--- src/rtl/wb_retire_monitor.sv ---
// Writeback-stage retire monitor: classifies each retired instruction, keeps
// saturating per-class/total/cycle counters and a show-ahead trace FIFO.
module wb_retire_monitor #(
  parameter int CW          = 32,
  parameter int DEPTH       = 8,
  parameter int CYCLE_LIMIT = 32
) (
  input  logic                     clk,
  input  logic                     rst,
  input  logic                     start,
  input  logic                     clr,
  input  logic                     wb_valid,
  input  logic [5:0]               wb_opcode,
  input  logic [5:0]               wb_funct,
  input  logic [31:0]              wb_pc,
  input  logic [31:0]              wb_wd,
  input  logic [2:0]               sel,
  output logic [CW-1:0]            cnt_out,
  output logic [CW-1:0]            cycle_cnt,
  output logic [CW-1:0]            retired_cnt,
  output logic                     running,
  output logic                     done,
  output logic                     trc_valid,
  input  logic                     trc_rd_en,
  output logic [31:0]              trc_pc,
  output logic [2:0]               trc_class,
  output logic [31:0]              trc_wd,
  output logic [$clog2(DEPTH):0]   trc_level,
  output logic                     overflow,
  output logic [1:0]               dbg_state
);

  localparam int AW = $clog2(DEPTH);
  localparam logic [CW-1:0] LIMIT_M1 = CW'(CYCLE_LIMIT - 1);
  localparam logic [AW:0]   FULL_LVL = (AW+1)'(DEPTH);

  localparam logic [2:0] C_ALU    = 3'd0;
  localparam logic [2:0] C_MULDIV = 3'd1;
  localparam logic [2:0] C_LW     = 3'd2;
  localparam logic [2:0] C_SW     = 3'd3;
  localparam logic [2:0] C_BRANCH = 3'd4;
  localparam logic [2:0] C_JUMP   = 3'd5;
  localparam logic [2:0] C_ORI    = 3'd6;
  localparam logic [2:0] C_OTHER  = 3'd7;

  typedef enum logic [1:0] {
    S_IDLE = 2'd0,
    S_RUN  = 2'd1,
    S_DONE = 2'd2
  } state_t;

  state_t r_state;
  state_t w_next_state;

  logic [CW-1:0] r_cycle_cnt;
  logic [CW-1:0] r_retired_cnt;
  logic [CW-1:0] r_class_cnt [8];

  logic [31:0]   r_mem_pc    [DEPTH];
  logic [2:0]    r_mem_class [DEPTH];
  logic [31:0]   r_mem_wd    [DEPTH];
  logic [AW-1:0] r_wr_ptr;
  logic [AW-1:0] r_rd_ptr;
  logic [AW:0]   r_level;
  logic          r_overflow;

  logic [2:0] w_class;
  logic       w_run;
  logic       w_limit_hit;
  logic       w_push_req;
  logic       w_full;
  logic       w_empty;
  logic       w_pop;
  logic       w_push;
  logic       w_drop;

  function automatic logic [CW-1:0] sat_inc(input logic [CW-1:0] v);
    return (v == {CW{1'b1}}) ? v : v + 1'b1;
  endfunction

  // Instruction classifier
  always_comb begin
    w_class = C_OTHER;
    case (wb_opcode)
      6'd0: begin
        case (wb_funct)
          6'd32, 6'd34, 6'd36, 6'd37, 6'd0, 6'd42: w_class = C_ALU;
          6'd27, 6'd16, 6'd18:                     w_class = C_MULDIV;
          default:                                 w_class = C_OTHER;
        endcase
      end
      6'd35:       w_class = C_LW;
      6'd43:       w_class = C_SW;
      6'd4, 6'd5:  w_class = C_BRANCH;
      6'd2:        w_class = C_JUMP;
      6'd13:       w_class = C_ORI;
      default:     w_class = C_OTHER;
    endcase
  end

  assign w_run       = (r_state == S_RUN);
  assign w_limit_hit = (CYCLE_LIMIT != 0) && (r_cycle_cnt == LIMIT_M1);

  always_comb begin
    w_next_state = r_state;
    if (clr) begin
      w_next_state = S_IDLE;
    end else begin
      case (r_state)
        S_IDLE:  if (start) w_next_state = S_RUN;
        S_RUN:   if (w_limit_hit) w_next_state = S_DONE;
        S_DONE:  w_next_state = S_DONE;
        default: w_next_state = S_IDLE;
      endcase
    end
  end

  always_ff @(posedge clk or negedge rst) begin
    if (!rst) begin
      r_state <= S_IDLE;
    end else begin
      r_state <= w_next_state;
    end
  end

  always_ff @(posedge clk or negedge rst) begin
    if (!rst) begin
      r_cycle_cnt   <= '0;
      r_retired_cnt <= '0;
      for (int i = 0; i < 8; i++) r_class_cnt[i] <= '0;
    end else if (clr) begin
      r_cycle_cnt   <= '0;
      r_retired_cnt <= '0;
      for (int i = 0; i < 8; i++) r_class_cnt[i] <= '0;
    end else if (w_run) begin
      r_cycle_cnt <= sat_inc(r_cycle_cnt);
      if (wb_valid) begin
        r_retired_cnt        <= sat_inc(r_retired_cnt);
        r_class_cnt[w_class] <= sat_inc(r_class_cnt[w_class]);
      end
    end
  end

  // A push into a full FIFO survives only when the head is popped on the same edge.
  assign w_empty    = (r_level == '0);
  assign w_full     = (r_level == FULL_LVL);
  assign w_push_req = w_run && wb_valid && !clr;
  assign w_pop      = trc_rd_en && !w_empty && !clr;
  assign w_push     = w_push_req && (!w_full || w_pop);
  assign w_drop     = w_push_req && w_full && !w_pop;

  always_ff @(posedge clk) begin
    if (w_push) begin
      r_mem_pc[r_wr_ptr]    <= wb_pc;
      r_mem_class[r_wr_ptr] <= w_class;
      r_mem_wd[r_wr_ptr]    <= wb_wd;
    end
  end

  always_ff @(posedge clk or negedge rst) begin
    if (!rst) begin
      r_wr_ptr   <= '0;
      r_rd_ptr   <= '0;
      r_level    <= '0;
      r_overflow <= 1'b0;
    end else if (clr) begin
      r_wr_ptr   <= '0;
      r_rd_ptr   <= '0;
      r_level    <= '0;
      r_overflow <= 1'b0;
    end else begin
      if (w_push) r_wr_ptr <= r_wr_ptr + 1'b1;
      if (w_pop)  r_rd_ptr <= r_rd_ptr + 1'b1;
      case ({w_push, w_pop})
        2'b10:   r_level <= r_level + 1'b1;
        2'b01:   r_level <= r_level - 1'b1;
        default: r_level <= r_level;
      endcase
      if (w_drop) r_overflow <= 1'b1;
    end
  end

  assign cnt_out     = r_class_cnt[sel];
  assign cycle_cnt   = r_cycle_cnt;
  assign retired_cnt = r_retired_cnt;
  assign running     = (r_state == S_RUN);
  assign done        = (r_state == S_DONE);
  assign dbg_state   = r_state;

  // Head fields are masked so stale memory never shows while empty.
  assign trc_valid = !w_empty;
  assign trc_pc    = w_empty ? 32'd0 : r_mem_pc[r_rd_ptr];
  assign trc_class = w_empty ? 3'd0  : r_mem_class[r_rd_ptr];
  assign trc_wd    = w_empty ? 32'd0 : r_mem_wd[r_rd_ptr];
  assign trc_level = r_level;
  assign overflow  = r_overflow;

endmodule

--- config.mk ---
export PLATFORM = sky130hd
export DESIGN_NAME = wb_retire_monitor
export DESIGN_NICKNAME = d
export VERILOG_FILES = /design/src/rtl/wb_retire_monitor.sv
export SDC_FILE = /design/constraint.sdc
export NUM_CORES = 1
export LEC_CHECK = 0
export CAP_MARGIN = 20
export CORE_ASPECT_RATIO = 1.5
export CORE_MARGIN = 8
export CORE_UTILIZATION = 30
export CTS_BUF_LIST = sky130_fd_sc_hd__clkbuf_4 sky130_fd_sc_hd__clkbuf_8
export DETAILED_ROUTE_END_ITERATION = 16
export PLACE_DENSITY = 0.47
export RECOVER_POWER = 50
export REMOVE_ABC_BUFFERS = 1
export SLEW_MARGIN = 15
export SYNTH_ARGS = -nofsm -noshare
export SYNTH_HDL_FRONTEND = slang
export SYNTH_SLANG_ARGS = --single-unit
--- constraint.sdc ---
create_clock -name clk -period 7.9 [get_ports clk]
set_input_delay 1.185 -clock clk [delete_from_list [all_inputs] [get_ports clk]]
set_output_delay 1.185 -clock clk [all_outputs]
set_load 0.005 [all_outputs]
==> out/metrics.cfg <==
[yosys]
synth_fa_ha_area_share_pct = 0.413
synth_edf_count = 536
syn_area_per_cell_um2 = 14.5
yosys_warnings = 0
yosysSeqAreaShare_pct = 64.0
syn_inst = 2634
ys.flop_type = edfxtp_1
yosys.area_share.simple_pct = 8.47
synth_compound_area_share_pct = 8.26
netlist_area_um2 = 38200
synthDistinctLibCells = 83
synth-async-reset-ratio_pct = 38.3
synthXorXnorAreaFrac_pct = 2.00
synth_top_family_by_area = multiplexers
yosys-mux-area-fraction_pct = 15.1
yosys_register_bits = 869

[hold_path]
hold_path.class = reg -> reg

[setup_path]
cp-start-kind = input port
worst-path-max-fanout = 10
critPathRequiredTime_ps = 8640
crit_family = compound AO/OA/AOI/OAI gates
path_class = in -> reg
cp-end-kind = register
slowest_delay_ps = 1180
cpMaxStageDelayCell = a21oi_1
critPathBufInv = 2
path_cells = dlygate4sd3_1 -> or4_1 -> or3_1 -> clkbuf_1 -> a21oi_1 -> a221oi_1 -> o221ai_1 -> nor4_1 -> and2b_1 -> and2_1 -> a211oi_1 -> xor2_1 -> a22o_1
arrival_ps = 7190

[clock_network]
cts_tree = built
cts_buffers = 145
ctsHoldBuffers = 0
htreeDepth = 4
post-cts-setup-buffers = 0
post_cts_resized = 0
cts_sinks = 869
cts_root_buf = clkbuf_8
clk_latency_ps = 850
cts_buffer_depth = 3
clk_pin_slew_worst_paths_ps = 60

[cells_and_area]
final_core_util_pct = 36.4
drive_gt1_share_pct = 20.5
area_growth_pct = 20.7
finalNetCount = 3065
final_cell_mix = edfxtp_1, dfrtp_1, nand2_1
final_common_cell = edfxtp_1
stdcell_count = 4793

[outcome]
violations = capacitance limit, slew limit
status = finished, violations left

[floorplan]
rows = 160
initial_core_util_pct = 30.2
dieArea_um2 = 139000
die_w_um = 307
core_area_um2 = 127000
fp.dieH_um = 453
ioPinCount = 258

[pwr]
power.density_nw_per_um2 = 247
ir_worst_vdd_mv = 0.240
p_leak_nw = 16.5
p_total_w = 0.0114

[grt]
antenna_found_initial = 28
grt_pass1_vias = 27500
grt_max_degree = 156
grt-ovfl-total = 0
grt_pass1_wl_um = 190000
grt_usage_pct = 18.4

[placement]
hpwlAfterDp_um = 79700
dp_cells = 4520
io_buffers = 257
place.gp.congestion = 0.904

[sta]
whs_ps = 505
min_period_ps = 6450
tightestPinTransition_ps = 3700
fmax_mhz = 155
hold_viol = 0
finalSetupTns_ps = 0
period_share_pct = 81.6
fin_worst_skew_ps = 52.6
maxSlewViolCount = 122
setup_violations = 0
rsz0062_at_grt = no
relSlewSlack_pct = -147

[detailed_routing]
highest_layer = met5
drc = 0
wl_um = 129000
vias_per_cell = 5.35
route.met3.wl_um = 8930
first_iter_violations = 1668
wl_met2_um = 65500
drtPass1Iterations = 8
drt.antenna.violating_nets = 0
wl_met1_um = 48300
vias = 25700
wire_per_inst_um = 27.0

[run]
max-cap-violations = 2

==> registers in the layout, indices dropped and copies added, names as in the netlist <==
| signal | cells |
|---|---|
| r_mem_class | 24 |
| trc_level | 4 |
| overflow | 1 |
| retired_cnt | 32 |
| r_class_cnt | 256 |
| r_wr_ptr | 3 |
| cycle_cnt | 32 |
| r_mem_wd | 256 |
| dbg_state | 2 |
| r_rd_ptr | 3 |
| r_mem_pc | 256 |
==> worst reg2reg max path: cells and delay by family, from the launching register on <==
kind	cells	cell delay (ps)
buffers and inverters	3	1300
adder cells (fa/ha/maj)	1	400
flip-flops	1	450
AND/OR/NAND/NOR	5	2700
==> through the flow <==
| stage | instance area, um2 | setup WS (ps) |
|---|---|---|
| floorplan | 37600 | 258 |
| global placement | 43100 | 1030 |
| detailed placement | 43200 | 907 |
| CTS | 46100 | 1810 |
| global route | 46100 | 1230 |
| finish | 46100 | 1450 |
==> layout make-up <==
class | instances | area [um2]
diodes | 18 | 45.0
clock buffers | 205 | 2550
clock inverters | 48 | 368
fillers | 12200 | 80400
inverters | 18 | 67.6
multi-input cells | 1591 | 13200
flip-flops and latches | 869 | 24400
well taps | 1701 | 2130
repair buffers | 343 | 3290
==> path summary, 6_finish.rpt <==
path                                   from  cells past startpoint          endpoint  slack [ps]
max                            wb_opcode[3]                     13    r_class_cnt[9]        1450
min                        r_class_cnt[195]                      2  r_class_cnt[195]         500
max reg2reg                    dbg_state[1]                      9   r_mem_wd[5][15]        2560
min reg2reg                r_class_cnt[195]                      2  r_class_cnt[195]         500
max in group asynchronous               rst                      2      cycle_cnt[0]        4080
min in group asynchronous               rst                      1   r_class_cnt[31]        1620
==> cells in the mapped netlist (13+ instances only) <==
library cell,instances,area [um2]
o22ai_1,33,206
a21oi_1,34,170
xor2_1,56,490
mux4_2,198,4460
nand3_1,46,230
mux2i_1,83,831
o221ai_1,13,114
a22o_1,64,561
edfxtp_1,536,16100
o21ai_1,23,115
and3_1,39,244
nand2_1,274,1030
nor2_1,192,721
o221a_2,13,146
o21ai_0,201,1010
nor4_1,14,87.6
clkbuf_1,122,458
or3_1,15,93.8
inv_1,17,63.8
buf_1,24,90.1
mux2_2,40,450
nor3_1,30,150
a211oi_1,26,195
dfrtp_1,333,8330
nand4_1,24,150
xnor2_1,24,210
==> power breakdown <==
part / switching, W / internal, W / leakage, nW
combinational: 0.00120 / 0.00111 / 5.53
sequential: 0.000108 / 0.00491 / 9.46
clock: 0.00188 / 0.00219 / 1.55
==> metal layers <==
metal	global-route usage, %	up-vias
met5	0	-
met4	9.07	12
met3	4.43	375
met2	32.0	1120
met1	21.0	13300
li1	-	10800
==> kinds of logic after synthesis <==
family | after synthesis
AO/OA/AOI/OAI | 476
XOR/XNOR | 84
adder cells (fa/ha/maj) | 12
buffers and inverters | 174
flip-flops | 869
multiplexers | 322
AND/OR/NAND/NOR | 697
(Power assumes the default switching activity.)
